--- config.mk ---
export PLATFORM = sky130hd
export DESIGN_NAME = ascon_tv_player
export DESIGN_NICKNAME = d
export VERILOG_FILES = /design/src/rtl/ascon_tv_player_pkg.sv /design/src/rtl/ascon_res_fifo.sv /design/src/rtl/ascon_tv_player.sv
export SDC_FILE = /design/constraint.sdc
export NUM_CORES = 1
export LEC_CHECK = 0
export CAP_MARGIN = 30
export CORE_AREA = 2 2 194 196
export CTS_BUF_LIST = sky130_fd_sc_hd__clkbuf_4
export CTS_CLUSTER_SIZE = 28
export DETAILED_ROUTE_END_ITERATION = 8
export DIE_AREA = 0 0 196 198
export GPL_ROUTABILITY_DRIVEN = 0
export PLACE_DENSITY_LB_ADDON = 0.15
export RECOVER_POWER = 25
export SYNTH_ARGS = -nofsm -noshare
export SYNTH_HDL_FRONTEND = slang
export SYNTH_SLANG_ARGS = --single-unit
--- constraint.sdc ---
create_clock -name clk -period 5.2 [get_ports clk]
set_clock_uncertainty 0.1 [all_clocks]
set_input_delay 1.56 -clock clk [delete_from_list [all_inputs] [get_ports clk]]
set_output_delay 1.56 -clock clk [all_outputs]
set_load 0.01 [all_outputs]
--- src/rtl/ascon_tv_player_pkg.sv ---
// Shared definitions for the Ascon test-vector player: instruction opcodes,
// bdi segment type codes, default widths and the player FSM state type.
package ascon_tv_player_pkg;

  localparam int CCW_DEF       = 32;
  localparam int CCSW_DEF      = 32;
  localparam int RES_DEPTH_DEF = 4;

  // Instruction opcodes carried in INS word bits [31:28]
  localparam logic [3:0] OP_LD_KEY   = 4'h1;
  localparam logic [3:0] OP_LD_NONCE = 4'h2;
  localparam logic [3:0] OP_LD_AD    = 4'h3;
  localparam logic [3:0] OP_LD_PT    = 4'h4;
  localparam logic [3:0] OP_LD_CT    = 4'h5;
  localparam logic [3:0] OP_LD_TAG   = 4'h6;
  localparam logic [3:0] OP_DO_ENC   = 4'h8;
  localparam logic [3:0] OP_DO_DEC   = 4'h9;
  localparam logic [3:0] OP_DO_HASH  = 4'hA;

  // bdi / bdo segment types
  localparam logic [3:0] D_NULL  = 4'h0;
  localparam logic [3:0] D_AD    = 4'h1;
  localparam logic [3:0] D_PTCT  = 4'h4;
  localparam logic [3:0] D_TAG   = 4'h8;
  localparam logic [3:0] D_NONCE = 4'hC;

  typedef enum logic [1:0] {IDLE, LOAD, SEND} tv_state_t;

  // True for any opcode that opens a data/key segment
  function automatic logic is_ld_op(input logic [3:0] op);
    return (op == OP_LD_KEY) || (op == OP_LD_NONCE) || (op == OP_LD_AD) ||
           (op == OP_LD_PT)  || (op == OP_LD_CT)    || (op == OP_LD_TAG);
  endfunction

  // Segment type presented on bdi_type for a load opcode
  function automatic logic [3:0] op_to_type(input logic [3:0] op);
    case (op)
      OP_LD_NONCE:         return D_NONCE;
      OP_LD_AD:            return D_AD;
      OP_LD_PT, OP_LD_CT:  return D_PTCT;
      OP_LD_TAG:           return D_TAG;
      default:             return D_NULL;
    endcase
  endfunction

endpackage

--- src/rtl/ascon_res_fifo.sv ---
// Synchronous result FIFO. A write into a full FIFO is accepted only when a
// pop happens in the same cycle; there is no empty bypass. The head output
// reads 0 while empty so stale entries never leak out after a reset.
module ascon_res_fifo #(
  parameter int W     = 37,
  parameter int DEPTH = 4
)(
  input  logic         clk,
  input  logic         rst,
  input  logic         wr_en,
  input  logic [W-1:0] wr_data,
  output logic         full,
  input  logic         rd_en,
  output logic [W-1:0] rd_data,
  output logic         empty
);
  localparam int AW = $clog2(DEPTH);

  logic [W-1:0] mem [DEPTH];
  logic [AW-1:0] wp, rp;
  logic [AW:0]   cnt;
  logic          do_wr, do_rd;

  assign empty   = (cnt == '0);
  assign full    = (cnt == (AW+1)'(DEPTH));
  assign do_rd   = rd_en & ~empty;
  assign do_wr   = wr_en & (~full | do_rd);
  assign rd_data = empty ? '0 : mem[rp];

  // Storage array, written at the write pointer
  always_ff @(posedge clk) begin
    if (do_wr) mem[wp] <= wr_data;
  end

  // Pointers wrap naturally at DEPTH (power of two); count tracks occupancy
  always_ff @(posedge clk or posedge rst) begin
    if (rst) begin
      wp  <= '0;
      rp  <= '0;
      cnt <= '0;
    end else begin
      if (do_wr) wp <= wp + 1'b1;
      if (do_rd) rp <= rp + 1'b1;
      case ({do_wr, do_rd})
        2'b10:   cnt <= cnt + 1'b1;
        2'b01:   cnt <= cnt - 1'b1;
        default: cnt <= cnt;
      endcase
    end
  end

endmodule

--- src/rtl/ascon_tv_player.sv ---
// Ascon test-vector player: turns a 32-bit INS/DAT word stream into key/bdi
// beats for ascon_core and collects bdo/auth results.
// Optional beat counters are built when ASCON_TV_STATS_EN is defined.
module ascon_tv_player
  import ascon_tv_player_pkg::*;
#(
  parameter int CCW       = CCW_DEF,
  parameter int CCSW      = CCW,
  parameter int RES_DEPTH = RES_DEPTH_DEF
)(
  input  logic            clk,
  input  logic            rst,
  input  logic [31:0]     tv_data,
  input  logic            tv_is_ins,
  input  logic            tv_valid,
  output logic            tv_ready,
  output logic [CCSW-1:0] key,
  output logic            key_valid,
  input  logic            key_ready,
  output logic [CCW-1:0]  bdi,
  output logic            bdi_valid,
  input  logic            bdi_ready,
  output logic [3:0]      bdi_type,
  output logic            bdi_eot,
  output logic            bdi_eoi,
  output logic            decrypt,
  output logic            hash,
  input  logic [CCW-1:0]  bdo,
  input  logic            bdo_valid,
  output logic            bdo_ready,
  input  logic [3:0]      bdo_type,
  input  logic            bdo_eot,
  input  logic            auth,
  input  logic            auth_valid,
  output logic            auth_ready,
  output logic [CCW-1:0]  res_data,
  output logic [3:0]      res_type,
  output logic            res_eot,
  output logic            res_valid,
  input  logic            res_ready,
  output logic            auth_out,
  output logic            auth_out_valid,
  output logic            err,
  output logic [31:0]     stat_bdi_beats,
  output logic [31:0]     stat_bdo_beats
);
  localparam int MAXW    = (CCW > CCSW) ? CCW : CCSW;
  localparam int MAXWPB  = MAXW / 32;
  localparam int WPB_KEY = CCSW / 32;
  localparam int WPB_DAT = CCW / 32;
  localparam int RW      = CCW + 5;

  tv_state_t        state, state_nxt;
  logic [3:0]       op_r, type_r;
  logic             eoi_flag_r;
  logic [22:0]      words_left;   // DAT words still to be accepted in segment
  logic [1:0]       widx;         // word slot within current beat
  logic [MAXW-1:0]  beat;

  logic        tv_hs, is_key, last_word, last_beat, out_hs;
  logic [3:0]  ins_op;
  logic [23:0] ins_len;
  logic [24:0] len_p3;
  logic [22:0] ins_nwords;
  logic [1:0]  wpb_cur, pos;
  logic        fifo_full, fifo_empty;
  logic [RW-1:0] fifo_rd;

  assign tv_hs      = tv_valid & tv_ready;
  assign ins_op     = tv_data[31:28];
  assign ins_len    = tv_data[23:0];
  assign len_p3     = {1'b0, ins_len} + 25'd3;
  assign ins_nwords = len_p3[24:2];
  assign is_key     = (op_r == OP_LD_KEY);
  assign wpb_cur    = is_key ? 2'(WPB_KEY) : 2'(WPB_DAT);
  // Beats are filled MSB-first, so slot 0 lands in the highest word
  assign pos        = wpb_cur - 2'd1 - widx;
  assign last_word  = (widx == wpb_cur - 2'd1) | (words_left == 23'd1);
  assign last_beat  = (words_left == '0);
  assign out_hs     = is_key ? (key_valid & key_ready) : (bdi_valid & bdi_ready);

  // State register
  always_ff @(posedge clk or posedge rst) begin
    if (rst) state <= IDLE;
    else     state <= state_nxt;
  end

  // Next-state logic
  always_comb begin
    state_nxt = state;
    case (state)
      IDLE: if (tv_hs && tv_is_ins && is_ld_op(ins_op) && ins_len != '0)
              state_nxt = LOAD;
      LOAD: if (tv_hs && !tv_is_ins && last_word)
              state_nxt = SEND;
      SEND: if (out_hs)
              state_nxt = last_beat ? IDLE : LOAD;
      default: state_nxt = IDLE;
    endcase
  end

  // Output decode; the word stream is held off while a beat is outstanding
  always_comb begin
    tv_ready   = ~rst & (state != SEND);
    key_valid  = (state == SEND) & is_key;
    bdi_valid  = (state == SEND) & ~is_key;
    key        = key_valid ? beat[CCSW-1:0] : '0;
    bdi        = bdi_valid ? beat[CCW-1:0]  : '0;
    bdi_type   = bdi_valid ? type_r : D_NULL;
    bdi_eot    = bdi_valid & last_beat;
    bdi_eoi    = bdi_valid & last_beat & eoi_flag_r;
    auth_ready = ~rst;
    bdo_ready  = ~rst & ~fifo_full;
  end

  // Segment bookkeeping, beat assembly, mode bits and sticky error
  always_ff @(posedge clk or posedge rst) begin
    if (rst) begin
      op_r       <= '0;
      type_r     <= D_NULL;
      eoi_flag_r <= 1'b0;
      words_left <= '0;
      widx       <= '0;
      beat       <= '0;
      decrypt    <= 1'b0;
      hash       <= 1'b0;
      err        <= 1'b0;
    end else begin
      case (state)
        IDLE: if (tv_hs) begin
          if (!tv_is_ins) begin
            err <= 1'b1;
          end else if (is_ld_op(ins_op)) begin
            op_r       <= ins_op;
            type_r     <= op_to_type(ins_op);
            eoi_flag_r <= tv_data[24];
            words_left <= ins_nwords;
            widx       <= '0;
            beat       <= '0;
          end else begin
            case (ins_op)
              OP_DO_ENC:  {decrypt, hash} <= 2'b00;
              OP_DO_DEC:  {decrypt, hash} <= 2'b10;
              OP_DO_HASH: {decrypt, hash} <= 2'b01;
              default:    err <= 1'b1;
            endcase
          end
        end
        LOAD: if (tv_hs) begin
          if (tv_is_ins) begin
            err <= 1'b1;
          end else begin
            for (int i = 0; i < MAXWPB; i++)
              if (pos == 2'(i)) beat[i*32 +: 32] <= tv_data;
            words_left <= words_left - 23'd1;
            widx       <= last_word ? 2'd0 : widx + 2'd1;
          end
        end
        SEND: if (out_hs) beat <= '0;
        default: ;
      endcase
    end
  end

  // Tag verification result, latched with a one-cycle valid pulse
  always_ff @(posedge clk or posedge rst) begin
    if (rst) begin
      auth_out       <= 1'b0;
      auth_out_valid <= 1'b0;
    end else begin
      auth_out_valid <= auth_valid;
      if (auth_valid) auth_out <= auth;
    end
  end

  ascon_res_fifo #(.W(RW), .DEPTH(RES_DEPTH)) u_res_fifo (
    .clk     (clk),
    .rst     (rst),
    .wr_en   (bdo_valid & bdo_ready),
    .wr_data ({bdo, bdo_type, bdo_eot}),
    .full    (fifo_full),
    .rd_en   (res_ready),
    .rd_data (fifo_rd),
    .empty   (fifo_empty)
  );

  assign res_valid = ~fifo_empty;
  assign res_data  = fifo_rd[RW-1:5];
  assign res_type  = fifo_rd[4:1];
  assign res_eot   = fifo_rd[0];

`ifdef ASCON_TV_STATS_EN
  logic [31:0] bdi_cnt, bdo_cnt;

  // Handshake counters, free-running and wrapping
  always_ff @(posedge clk or posedge rst) begin
    if (rst) begin
      bdi_cnt <= '0;
      bdo_cnt <= '0;
    end else begin
      if ((key_valid & key_ready) | (bdi_valid & bdi_ready)) bdi_cnt <= bdi_cnt + 32'd1;
      if (bdo_valid & bdo_ready) bdo_cnt <= bdo_cnt + 32'd1;
    end
  end

  assign stat_bdi_beats = bdi_cnt;
  assign stat_bdo_beats = bdo_cnt;
`else
  assign stat_bdi_beats = '0;
  assign stat_bdo_beats = '0;
`endif

endmodule

# --- Word-level counts from Yosys, hierarchy flattened ---
# Memory sizes are Yosys's and may differ from the RTL's.
# Index checks and enable logic that the tools add are counted.
# W data, S select, Z words.
totals:
  ff_bits: 80
  ramBits: 148
  in_bits: 79
  output_inout_bits: 182
  elab_cells: 149
  mem_count: 1
memory_table:
  columns: ["memory", "words", "width", "rd", "rd_clocked_by_memory_dff", "write_ports", "line", "source"]
  rows:
  - ["u_res_fifo.mem", 4, 37, 1, 0, 1, "ascon_res_fifo.sv:19", "logic [W-1:0] mem [DEPTH];"]
op_classes:
  n_addsub: 8
  eq_ne: 29
  muxes: 44
  n_bitwise: 19
  reduce_logical: 33
op_table:
  columns: ["operator", "count"]
  rows:
  - ["$mux W32", 9]
  - ["$mux W23", 5]
  - ["$pmux W32 S3", 1]
  - ["$pmux W23 S2", 1]
  - ["$mux W37", 1]
  - ["$add A24 B2 Y25 const B", 1]
  - ["$reduce_bool A24 Y1", 1]
  - ["$eq A23 B1 Y1 const B", 1]
  - ["$logic_not A23 Y1", 1]
  - ["$sub A23 B1 Y23 const B", 1]
  - ["$ne A2 B2 Y1 const B", 11]
  - ["$mux W2", 9]
  - ["$pmux W4 S4", 1]
  - ["$and A1 B1 Y1", 12]
  - ["$eq A4 B3 Y1 const B", 3]
  - ["$eq A4 B4 Y1 const B", 3]
  - ["$reduce_and A6 Y1", 2]
  - ["$mux W1", 10]
  - ["$reduce_and A5 Y1", 2]
  - ["$eq A4 B1 Y1 const B", 2]
  - ["$eq A4 B2 Y1 const B", 2]
  - ["$reduce_and A8 Y1", 1]
  - ["$reduce_bool A2 Y1", 4]
  - ["$add A2 B1 Y2 const B", 3]
  - ["24 further kinds", 46]

# --- Logic depth before layout (Yosys ltp) ---
depth:
  depth_word: 10
  mapped_depth: 10
  ltp_nobuf: 10

# --- Modules after synthesis ---
# A second synthesis with hierarchy kept.
hier_totals:
  cells_unflattened: 915
  area_unflattened_um2: 11194.5
by_module_without_submodules:
  columns: ["mod", "n_inst", "cells_each", "area_per_inst_um2", "seq_area_each_um2"]
  rows:
  - ["ascon_res_fifo", 1, 289, 6097.1, 4619.4]
  - ["ascon_tv_player", 1, 626, 5097.4, 1801.7]

# --- Worst setup path after synthesis ---
# Ideal clock, no wire load.
synth_timing:
  path_kind: "input-to-output"
  startpoint: "input port rst"
  endpoint: "output port auth_ready"
  t_arrival_ns: 3.247
  required_time_ns: 3.540
  slack_ns: 0.293
  cell_stages: 1
  path_buffers: 0
  cell_sequence: "inv_1"
synth_between:
  elab_chain_len: 1
synth_lines:
  columns: ["item", "line", "source"]
  rows:
  - ["start, declared", "ascon_tv_player.sv:12", "input logic rst,"]
  - ["$not A1 Y1", "ascon_tv_player.sv:112", "auth_ready = ~rst;"]
  - ["end, declared", "ascon_tv_player.sv:35", "output logic auth_ready,"]
# Every way passes these cells.

# --- Worst setup path in the final report ---
layout_timing:
  startpoint: "register words_left[2]"
  endpoint: "output port bdi_eoi"
layout_between:
  elab_chain_len: 3
layout_lines:
  columns: ["item", "line", "source"]
  rows:
  - ["start, declared", "ascon_tv_player.sv:56", "logic [22:0] words_left;"]
  - ["start signal, assigned", "ascon_tv_player.sv:137", "words_left <= ins_nwords;"]
  - ["start signal, assigned", "ascon_tv_player.sv:155", "words_left <= words_left - 23'd1;"]
  - ["$logic_not A23 Y1", "ascon_tv_player.sv:79", "assign last_beat = (words_left == '0);"]
  - ["$and A1 B1 Y1 (2 in series)", "ascon_tv_player.sv:111", "bdi_eoi = bdi_valid & last_beat & eoi_flag_r;"]
  - ["end, declared", "ascon_tv_player.sv:25", "output logic bdi_eoi,"]
# Every way passes these cells.

==> results.md <==
Outcome:
- The run finished with clean final reports.

Synth:
- Yosys mapped a number of flops with a built-in enable equal to 148.
- Synthesis produced 828 cells.
- The netlist uses 68 different library cells.
- In the synthesized netlist the dominant register cell turns out to be sky130_fd_sc_hd__edfxtp_1.
- After synthesis the netlist holds a flip-flop and latch count of 227.
- By area the synthesized netlist is led by sky130_fd_sc_hd__edfxtp_1, sky130_fd_sc_hd__dfrtp_1, sky130_fd_sc_hd__mux4_2.
- The post-synthesis async set-or-reset flop share is 0.348.
- Summing every instance area after synthesis gives 10900 um2.
- The per-instance average area after synthesis is 13.1 um2.
- The cell type with the largest total area after synthesis is sky130_fd_sc_hd__edfxtp_1.
- The number of warnings printed during yosys synthesis is 0.
- The register area share after synthesis is 0.591.
- Of the post-synthesis cell area, the dominant cell type holds 0.409.

Timing:
- The maximum clock frequency is a little over 0.2 GHz.
- Across all hold checks on the routed design, the worst slack comes to 0.368 ns.
- The final setup TNS is 0 ns.
- The worst relative slew slack is 0.418.
- The transition time at the pin with the least slew margin is 0.873 ns.
- Of the available clock period, the critical path in the final layout requires 0.931.
- The smallest clock period supported by the final layout is computed as 4.84 ns.
- Setup violations remaining at the end of the flow were counted as 0.
- Setup repair after global routing left no endpoint under its margin.
- The hold violation count in the final report came to 0.
- The final count of pins violating max slew was 0.

Finish:
- The count of fill cells added during filler insertion is 3641.
- The number of nets in the layout is 1163.
- In the layout the commonest cells are sky130_fd_sc_hd__clkdlybuf4s50_1, sky130_fd_sc_hd__edfxtp_1, sky130_fd_sc_hd__clkbuf_4, sky130_fd_sc_hd__and2_1, sky130_fd_sc_hd__dfrtp_1.
- In the final layout, the multi-input gates occupy 3980 um2.
- Leaving out fill and tap cells, the most frequent cell in the layout is sky130_fd_sc_hd__clkdlybuf4s50_1.
- The total area of sequential cells is roughly 6400 um2.
- Relative to the synthesized area, the layout overhead comes to 29.5%.
- In the final layout, the share of cells above drive strength 1 is 0.171.

Global routing:
- The number of global-route vias before repair is 7868.
- The first-pass GRT wire length is 46500 um.
- Entering global routing, the biggest net connects 58 pins.
- In the global route stage, overall resource usage came out at 0.156.
- The initial antenna violation count came to 2.
- Summed over all layers, the global routing overflow is 0.

CTS:
- The clock passes through at most 3 buffers.
- For the worst-skew pair, the clock arrives at the later sink with an insertion delay of approximately 0.67 ns.
- The deepest level of the CTS H-tree is 3.
- The clock edge transition at the registers on the reported setup and hold paths is 0.06 ns.
- After clock tree synthesis, the repair step resized 0 gates.
- TritonCTS built the clock tree.
- The TritonCTS buffer count is 67.
- The number of hold buffers added after CTS is 0.
- The count of buffers added by post-CTS timing repair for setup is 0.
- The clock drives 227 sinks.
- The cell at the root of the clock tree is sky130_fd_sc_hd__clkbuf_4.

Worst hold path:
- In this run the worst hold path is classified as flip-flop to flip-flop.
- The hold path depth is 2.
- The worst hold path begins at eoi_flag_r.

Setup path:
- Grouping stages by cell kind, the critical path spends the most delay in simple AND/OR/NAND/NOR gates.
- The total buffers and inverters traversed by the critical path is 2.
- The startpoint identified for the worst register-to-register timing path is op_r[3].
- In this run the critical register-to-register path is captured at beat[6].
- The launching element of the worst setup path is words_left[2].
- The type of element launching the critical path is a flip-flop.
- The data required time of the worst path is 3.54 ns.
- The critical path ends at bdi_eoi.
- The maximum fanout along the worst path is 9.
- For this design, the slowest cell found on the critical path is sky130_fd_sc_hd__nor4_4.
- The number of cell instances on the worst register-to-register path is 7.
- The setup slack of the most critical reg-to-reg path is 2.35 ns.
- STA classifies the critical path endpoint as an output port.
- Walking the worst path, the cells encountered are nor4_4 > nand4_4 > nor3_1 > buf_4 > and3_1 > and2_1 > clkdlybuf4s50_1.
- The worst path arrival time is 3.18 ns.
- The category of the critical setup timing path is flip-flop to output port.
- The critical path crosses 7 cells after its start point.
- On the worst path, the slowest cell contributes a delay of roughly 0.58 ns.

Run:
- Max-cap violations in this run came to 0.

Die:
- The width of the chip is between 150 and 200 um.
- In this run the standard cell core region covers 37000 um2.
- The height of the die is 198 um.
- The count of boundary I/O pins is 261.
- The initial core utilization is 0.294.
- The placement row count is ~70.
- The die covers about 39000 um2.

Power and ir drop:
- Summed over all cells, the static leakage comes to approximately 5.4 nW.
- The cell area power density is roughly 480 nW/um2.
- The worst vdd rail ir drop is 0.195 mV.

Placed design:
- Input and output buffers added on the ports amount to about 200.
- Summed over all nets, the half-perimeter wirelength after detailed placement is roughly 20000 um.

Routing:
- The first detailed-routing pass ran for 5 iterations.
- Summing over every cut layer, the via total after detailed routing is 7571.
- The final layout contains routed wiring with a total length of 29900 um.
- In the routed design, unresolved DRC markers number 0.
- After detailed routing, the average wire length per cell comes to 18.8 um.
- The detailed router finished its first iteration with 406 violations.
- The via density per instance is 4.76.
- The detail route stage leaves a number of antenna-violating nets equal to 0.
layout make-up:
class,count,area share
clock inverters,19,0.00907
multi-input cells,536,0.283
clock buffers,90,0.0480
repair buffers,225,0.157
inverters,17,0.00462
diodes,2,0.000356
well taps,474,0.0421
flip-flops and latches,227,0.456
per-layer routing:
layer  GRT usage  vias up  routed length [um]
met1       0.197     3752               12800
met2       0.258      243               14500
met3      0.0450       58                1960
li1            -     3516                   -
met5           0        -                  13
met4      0.0513        2                 655
logic make-up (layout without fill, tap and decap cells):
| group | after synthesis | after routing | share of synthesized area |
|---|---|---|---|
| flip-flops | 227 | 227 | 0.591 |
| AO/OA/AOI/OAI | 131 | 131 | 0.0873 |
| other | 1 | 67 | 0.000345 |
| multiplexers | 43 | 43 | 0.0828 |
| AND/OR/NAND/NOR | 268 | 268 | 0.143 |
| XOR/XNOR | 19 | 19 | 0.0153 |
| buffers and inverters | 129 | 351 | 0.0676 |
| adder cells (fa/ha/maj) | 10 | 10 | 0.0122 |
sequential cells by signal (all words and copies together), names as in the netlist, 3 cells and up:
signal          flops
u_res_fifo.mem    148
beat               32
words_left         23
op_r                4
type_r              3
u_res_fifo.cnt      3
where the power goes:
part	leakage, nW	switching, mW	internal, mW
Sequential	2.32	0.331	2.32
Clock	0.470	0.769	0.894
Combinational	2.57	1.17	1.26
Total	5.36	2.27	4.47
metrics by stage:
stage | total power [mW] | utilization | worst slack, ns | instances | area (um2)
floorplan | 4.10 | - | 0.293 | 892 | 11100
global placement | 5.14 | 0.358 | 0.467 | 1477 | 13200
detailed placement | 5.15 | 0.359 | 0.457 | 1478 | 13200
CTS | 6.86 | 0.380 | 0.279 | 1587 | 14100
global route | 7.21 | 0.381 | 0.117 | 1590 | 14100
finish | 6.74 | 0.381 | 0.357 | 1590 | 14100
cell usage after synthesis (all sizes together), types with 2 or more instances:
master	instances
buf	72
o311ai	2
o221ai	2
dfrtp	79
xor2	6
o21a	4
nor4b	4
mux2	5
o32ai	2
nor2	27
a21o	3
xnor2	13
inv	17
or3	6
or2	3
o31ai	5
a21oi	19
clkbuf	40
nand2	37
edfxtp	148
a2bb2oi	3
or4	2
and3	40
nor4	17
and2	77
a211oi	2
a31o	2
o2bb2ai	2
o31a	3
mux4	37
o22ai	3
o21ai	25
ha	9
nand3	13
nand4	6
a22o	34
nor2b	2
nor3b	4
a31oi	6
and4	4
nor3	15
a41oi	2
nand2b	9
worst reg2reg max path, stage by stage (launching register included):
cell and delay (ns):
sky130_fd_sc_hd__dfrtp_1 0.41, sky130_fd_sc_hd__nor4b_4 0.33, sky130_fd_sc_hd__buf_4 0.39, sky130_fd_sc_hd__mux2_2 0.44, sky130_fd_sc_hd__a21o_1 0.22, sky130_fd_sc_hd__o21bai_2 0.31
sky130_fd_sc_hd__buf_4 0.39, sky130_fd_sc_hd__a22o_1 0.21
worst min path at each step:
stage,endpoint,slack (ns)
6_report,eoi_flag_r,0.37
5_1_grt,err,0.38
4_1_cts,eoi_flag_r,0.37
3_5_place_dp,eoi_flag_r,0.35
3_3_place_gp,eoi_flag_r,0.35
2_1_floorplan,type_r[0],0.33
Note: power is estimated with default switching activity, not from simulation.
